[src/rtl/arbiter_1_to_n_response_engine.sv]
// -----------------------------------------------------------------------------
// arbiter_1_to_n_response_engine
//
// This block takes the single merged response stream from the shared
// memory/engine port. It steers each packet by destination ID into one of
// NUM_ENGINE_RECEIVER per-consumer FIFOs. Each consumer pops on its own, so a
// slow consumer stalls the upstream only when its own FIFO nears full.
//
// Handshake: response_in_ready is a registered, credit-style permission. When
// upstream sees it high, it may present a beat in the next cycle. Every beat
// with response_in_valid high is taken: the block never refuses a valid beat.
// The almost-full level (PROG_THRESH) leaves at least 4 free entries. These
// absorb the beats already in flight when ready falls.
//
// Optional build macro: ARBITER_1_TO_N_DROP_COUNT_EN adds a saturating 32-bit
// drop_count. It counts packets whose id is out of range.
//
// Ports:
//   ap_clk                clock, all logic on rising edge
//   areset                asynchronous active-high reset
//   response_in_valid     upstream beat valid
//   response_in_id        destination consumer index
//   response_in_payload   beat data
//   response_in_ready     upstream may send next cycle (registered)
//   response_out_rd_en    per-consumer pop request
//   response_out_valid    per-consumer pop result valid (registered)
//   response_out_payload  packed per-consumer data, port k at [k*PW +: PW]
//   response_out_empty    per-consumer FIFO empty
//   fifo_setup_signal     high while the block is initialising
//   drop_count            (macro only) out-of-range packet count
// -----------------------------------------------------------------------------
module arbiter_1_to_n_response_engine #(
    parameter int NUM_ENGINE_RECEIVER = 2,
    parameter int ID_WIDTH            = (NUM_ENGINE_RECEIVER > 1) ? $clog2(NUM_ENGINE_RECEIVER) : 1,
    parameter int PAYLOAD_WIDTH       = 64,
    parameter int FIFO_DEPTH          = 16,
    parameter int PROG_THRESH         = 12
) (
    input  logic                                         ap_clk,
    input  logic                                         areset,
    input  logic                                         response_in_valid,
    input  logic [ID_WIDTH-1:0]                          response_in_id,
    input  logic [PAYLOAD_WIDTH-1:0]                     response_in_payload,
    output logic                                         response_in_ready,
    input  logic [NUM_ENGINE_RECEIVER-1:0]               response_out_rd_en,
    output logic [NUM_ENGINE_RECEIVER-1:0]               response_out_valid,
    output logic [NUM_ENGINE_RECEIVER*PAYLOAD_WIDTH-1:0] response_out_payload,
    output logic [NUM_ENGINE_RECEIVER-1:0]               response_out_empty,
    output logic                                         fifo_setup_signal
`ifdef ARBITER_1_TO_N_DROP_COUNT_EN
    ,
    output logic [31:0]                                  drop_count
`endif
);

    localparam int PTR_WIDTH = $clog2(FIFO_DEPTH);
    localparam int CNT_WIDTH = PTR_WIDTH + 1;
    localparam int IDX_WIDTH = ID_WIDTH + 1;

    // The id is zero-extended by one bit before the range check. Without this,
    // a power-of-two port count would not be representable in ID_WIDTH bits.
    localparam logic [IDX_WIDTH-1:0] NUM_PORTS  = IDX_WIDTH'(NUM_ENGINE_RECEIVER);
    localparam logic [CNT_WIDTH-1:0] DEPTH_FULL = CNT_WIDTH'(FIFO_DEPTH);
    localparam logic [CNT_WIDTH-1:0] THRESH     = CNT_WIDTH'(PROG_THRESH);

    // -------------------------------------------------------------------------
    // Reset release: asserted asynchronously, released through two flops.
    // init_sr[1] is the internal "still initialising" flag.
    // -------------------------------------------------------------------------
    logic [1:0] init_sr;

    always_ff @(posedge ap_clk or posedge areset) begin
        if (areset) begin
            init_sr <= 2'b11;
        end else begin
            init_sr <= {init_sr[0], 1'b0};
        end
    end

    assign fifo_setup_signal = init_sr[1];

    // -------------------------------------------------------------------------
    // Stage 1: unconditional input register
    // -------------------------------------------------------------------------
    logic                     s1_valid;
    logic [ID_WIDTH-1:0]      s1_id;
    logic [PAYLOAD_WIDTH-1:0] s1_payload;

    always_ff @(posedge ap_clk or posedge areset) begin
        if (areset) begin
            s1_valid   <= 1'b0;
            s1_id      <= '0;
            s1_payload <= '0;
        end else begin
            s1_valid   <= response_in_valid & ~init_sr[1];
            s1_id      <= response_in_id;
            s1_payload <= response_in_payload;
        end
    end

    // -------------------------------------------------------------------------
    // Stage 2: decode id into one write request per consumer FIFO
    // -------------------------------------------------------------------------
    logic                           in_range;
    logic [NUM_ENGINE_RECEIVER-1:0] wr_req;
    logic [NUM_ENGINE_RECEIVER-1:0] below_thresh;

    assign in_range = ({1'b0, s1_id} < NUM_PORTS);

    genvar g;
    for (g = 0; g < NUM_ENGINE_RECEIVER; g++) begin : g_fifo
        logic [PAYLOAD_WIDTH-1:0] mem [FIFO_DEPTH];
        logic [PTR_WIDTH-1:0]     wr_ptr;
        logic [PTR_WIDTH-1:0]     rd_ptr;
        logic [CNT_WIDTH-1:0]     count;
        logic                     push;
        logic                     pop;
        logic                     out_valid;
        logic [PAYLOAD_WIDTH-1:0] out_data;

        assign wr_req[g] = s1_valid && in_range && (s1_id == ID_WIDTH'(g));

        // A pop on an empty FIFO is ignored.
        // A write to a full FIFO is dropped unless a pop frees a slot on the
        // same edge.
        assign pop  = response_out_rd_en[g] && (count != '0);
        assign push = wr_req[g] && ((count != DEPTH_FULL) || pop);

        always_ff @(posedge ap_clk or posedge areset) begin
            if (areset) begin
                wr_ptr <= '0;
                rd_ptr <= '0;
                count  <= '0;
            end else begin
                if (push) begin
                    wr_ptr <= wr_ptr + PTR_WIDTH'(1);
                end
                if (pop) begin
                    rd_ptr <= rd_ptr + PTR_WIDTH'(1);
                end
                if (push && !pop) begin
                    count <= count + CNT_WIDTH'(1);
                end else if (pop && !push) begin
                    count <= count - CNT_WIDTH'(1);
                end
            end
        end

        // Storage array has no reset; occupancy is tracked by count/pointers.
        always_ff @(posedge ap_clk) begin
            if (push) begin
                mem[wr_ptr] <= s1_payload;
            end
        end

        // One-cycle registered read. The data holds its last value when no
        // pop happens.
        always_ff @(posedge ap_clk or posedge areset) begin
            if (areset) begin
                out_valid <= 1'b0;
                out_data  <= '0;
            end else begin
                out_valid <= pop;
                if (pop) begin
                    out_data <= mem[rd_ptr];
                end
            end
        end

        assign response_out_valid[g]                                     = out_valid;
        assign response_out_payload[g*PAYLOAD_WIDTH +: PAYLOAD_WIDTH]   = out_data;
        assign response_out_empty[g]                                     = (count == '0);
        assign below_thresh[g]                                           = (count < THRESH);
    end

    // -------------------------------------------------------------------------
    // Registered ready. It can first rise on the same edge where the setup
    // flag falls: init_sr[0] is already clear one edge before init_sr[1].
    // -------------------------------------------------------------------------
    always_ff @(posedge ap_clk or posedge areset) begin
        if (areset) begin
            response_in_ready <= 1'b0;
        end else begin
            response_in_ready <= ~init_sr[0] & (&below_thresh);
        end
    end

`ifdef ARBITER_1_TO_N_DROP_COUNT_EN
    always_ff @(posedge ap_clk or posedge areset) begin
        if (areset) begin
            drop_count <= '0;
        end else if (s1_valid && !in_range && (drop_count != 32'hFFFF_FFFF)) begin
            drop_count <= drop_count + 32'd1;
        end
    end
`endif

endmodule

[config.mk]
export PLATFORM = sky130hd
export DESIGN_NAME = arbiter_1_to_n_response_engine
export DESIGN_NICKNAME = d
export VERILOG_FILES = /design/src/rtl/arbiter_1_to_n_response_engine.sv
export SDC_FILE = /design/constraint.sdc
export NUM_CORES = 2
export LEC_CHECK = 0
export BUFFER_PORTS_ARGS = -buffer_cell sky130_fd_sc_hd__buf_2
export CAP_MARGIN = 0
export CORE_ASPECT_RATIO = 0.6
export CORE_UTILIZATION = 60
export DETAILED_ROUTE_END_ITERATION = 6
export PLACE_DENSITY = 0.77
export SYNTH_ARGS = -nofsm -noshare
export SYNTH_HDL_FRONTEND = slang
export SYNTH_SLANG_ARGS = --single-unit
export TNS_END_PERCENT = 5
[constraint.sdc]
create_clock -name ap_clk -period 9.12 [get_ports ap_clk]
set_input_delay 0.456 -clock ap_clk [delete_from_list [all_inputs] [get_ports ap_clk]]
set_output_delay 0.456 -clock ap_clk [all_outputs]
set_load 0.02 [all_outputs]
==> impl_metrics.csv <==
group,metric,value,unit
placed_design,dp.final_hpwl,103000,µm
worst_setup_path,worst-endpoint-required,9.55,ns
layout,nets,4083,
route,remaining_drc_errors,0,
clock_tree,cts.clk_slew.worst_paths,0.07,ns
global_route,overflow,0,
yosys,synthFlopType,"edfxtp_1",
global_route,antenna_found_initial,3,
worst_setup_path,worstPathMaxFanout,36,
floorplanning,start_util,60.6,%
worst_setup_path,rrSetupSlack,5.33,ns
timing,hold_viol,0,
worst_setup_path,max_stage_delay,0.93,ns
route,dr_total_vias,41306,
floorplanning,ios,204,
clock_tree,cts_root_buffer,"clkbuf_16",
global_route,grt_max_degree,126,
timing,whs,0.0373,ns
pwr,pwr_density_cell,294,mW/mm²
worst_setup_path,crit_arrival,4.22,ns
clock_tree,htreeDepth,4,
yosys,synth.area.top_cells,"edfxtp_1, mux4_2, dfrtp_1",
yosys,synthesis.nets,3759,
yosys,synth_top_area_share,72.6,%
status,status,"completed",
yosys,ys_types,43,
layout,drive_above_1_share,30.4,%
clock_tree,cts_buffers,185,
worst_setup_path,worstPathCellList,"or4_4 -> o311a_1 -> or3b_2 -> nor2_4 -> buf_4",
worst_setup_path,crit_family,"simple AND/OR/NAND/NOR gates",
placed_design,place.gp.congestion,0.797,
clock_tree,cts.sinks,2273,
timing,slew_viol_final,0,
yosys,ys_ff_latch,2273,
worst_setup_path,endpoint_kind,"flop",
floorplanning,dieHeight,293,µm
clock_tree,cts_hold_buf,68,
floorplanning,coreArea,0.140,mm²
worst_setup_path,crit_buf_inv,1,
clock_tree,clk-insertion-delay-late,0.81,ns
timing,rsz0062_at_grt,"no",
pwr,ir_drop,0.000252,V
layout,area_growth,11.7,%
timing,finalClockSkew,0.0229,ns
flow_run,cap_violations,0,
yosys,synth_cells,3669,
route,routed_wl,205000,µm
route,ant_nets,0,
timing,finalCriticalPeriod,3.79,ns
yosys,yosysSeqAreaShare,79.3,%
yosys,synth_top_cell_by_area,"edfxtp_1",
yosys,synth-edff-count,2048,
yosys,async_reset_ff_share,9.90,%
pwr,p_leak,0.0302,µW
yosys,syn_area_per_cell,23.1,µm²
worst_hold_path,holdCritPathClass,"primary input to flop",
floorplanning,die_x,487,µm
clock_tree,cts_tree,"built",
route,wl_per_cell,33.8,µm
timing,setup-tns-final,0,ns
timing,fmax,264,MHz
timing,timing.final.crit_share,41.5,%
floorplanning,fp.dieArea,0.143,mm²
layout,utilization,67.7,%
worst_setup_path,crit_slowest_cell,"nor2_4",
placed_design,io_buffers,203,
global_route,grt_pass1_wl,295000,µm
route,viasPerCell,6.83,
worst_setup_path,path_class,"flop to flop",
clock_tree,postCtsSetupBuffers,0,
timing,setup-violations-final,0,
timing,worst_slew_margin_rel,13.8,%
yosys,yosysWarnings,0,
route,dr.first_iter.drc_count,5763,
floorplanning,num_rows,106,
route,drt_first_pass_iters,5,
worst_setup_path,startpoint_type,"flop",
timing,worst_pin_slew,1.29,ns
clock_tree,ctsResizeCount,0,
global_route,grt_pass1_vias,42288,
yosys,syn_area,0.0847,mm²
global_route,gr-usage-all-layers,29.2,%
clock_tree,clockBufferDepth,3,
worst register-to-register path, delay by kind of cell, from the launching register on:
| family | cells | cell delay (ns) |
|---|---|---|
| simple gates | 3 | 1.77 |
| flops | 1 | 0.45 |
| buf+inv | 1 | 0.77 |
| compound gates | 1 | 0.40 |
cells in the mapped netlist (all sizes together) (2+ instances only):
library cell / number
fa: 2
mux2: 130
nor2: 22
dfrtp: 223
nand2: 21
or4: 2
nand2b: 6
o211ai: 2
a21o: 4
clkbuf: 65
o311a: 2
ha: 18
a21oi: 132
nor3: 8
buf: 144
o22ai: 256
nand4: 4
dfstp: 2
xnor2: 18
mux2i: 2
inv: 16
o21ai: 8
edfxtp: 2048
xor2: 2
mux4: 512
and2: 8
or2: 4
placed cells by master, fill, tap and decap left out, types with 3 or more instances in the layout:
cell type,instances
and2_4,8
clkbuf_16,185
buf_12,6
a21oi_1,132
clkbuf_1,46
dlygate4sd3_1,68
buf_4,70
o22ai_1,256
nand4_1,4
nand2b_2,3
nor3_2,8
edfxtp_1,2048
nor2_4,16
ha_1,18
xnor2_1,18
clkbuf_8,23
clkinv_2,37
bufinv_16,17
nand2b_1,3
nand2_1,20
dfrtp_1,217
or2_2,4
o21ai_0,6
buf_2,203
inv_6,11
mux4_2,512
nor2_1,6
clkinv_1,23
a21o_1,3
clkinv_8,5
mux2_2,130
dfrtp_4,6
clkinvlp_4,4
inv_1,13
report_power, final:
group / internal [µW] / switching, µW / total, µW
clock network: 4450 / 3700 / 8150
registers: 12000 / 857 / 12800
logic: 3240 / 3590 / 6830
per-layer routing:
metal / share of wire (%) / track usage (%) / vias to the layer above
met3: 11 / 5.42 / 403
met2: 47 / 45.4 / 2917
met4: 3.4 / 10.5 / 0
met1: 38 / 42.2 / 21832
li1: - / - / 16154
met5: 0 / 0 / -
stage by stage:
| stage | setup slack [ns] | power [µW] | area (µm²) | cells |
|---|---|---|---|---|
| finish | 5.33 | 27800 | 94600 | 6049 |
| global route | 5.24 | 28700 | 94600 | 6048 |
| CTS | 5.34 | 27900 | 94600 | 6048 |
| detailed placement | 5.38 | 19800 | 87700 | 5628 |
| global placement | 5.45 | 19600 | 87700 | 5628 |
| floorplan | 2.50 | 17800 | 84700 | 3669 |
cell type report:
cell class / instances / area, µm²
Clock inverter: 98 / 1030
Multi-Input combinational cell: 1170 / 16500
Antenna cell: 1 / 2.50
Tap cell: 1890 / 2360
Inverter: 16 / 77.6
Fill cell: 8259 / 45100
Timing Repair Buffer: 347 / 2340
Clock buffer: 254 / 5120
Sequential cell: 2273 / 67200
registers in the layout (all words and copies together) (netlist names):
register,count
response_in_ready,1
init_sr,2
g_fifo.wr_ptr,8
g_fifo.rd_ptr,8
g_fifo.out_data,128
s1_payload,64
g_fifo.mem,2048
g_fifo.out_valid,2
s1_valid,1
s1_id,1
g_fifo.count,10
cell families after synthesis:
| logic type | after synthesis | synth area share [%] |
|---|---|---|
| simple gates | 80 | 0.483 |
| mux | 644 | 15.4 |
| compound gates | 405 | 2.87 |
| flops | 2273 | 79.3 |
| buf+inv | 226 | 1.48 |
| fa+ha+maj | 20 | 0.313 |
| xor+xnor | 20 | 0.207 |
| other cells | 1 | 0.00443 |
final timing paths:
check	from	end	cells past startpoint
max in group asynchronous	areset	s1_payload[52]$_DFF_PP0_	5
min	response_out_rd_en[0]	g_fifo[0].rd_ptr[0]$_DFFE_PP0P_	3
min reg2reg	init_sr[0]$_DFF_PP1_	init_sr[1]$_DFF_PP1_	0
max	g_fifo[0].count[0]$_DFFE_PP0P_	g_fifo[0].mem[3][52]$_DFFE_PP_	5
max reg2reg	g_fifo[0].count[0]$_DFFE_PP0P_	g_fifo[0].mem[3][52]$_DFFE_PP_	5
min in group asynchronous	areset	response_in_ready$_DFF_PP0_	3
(Power assumes the default switching activity.)
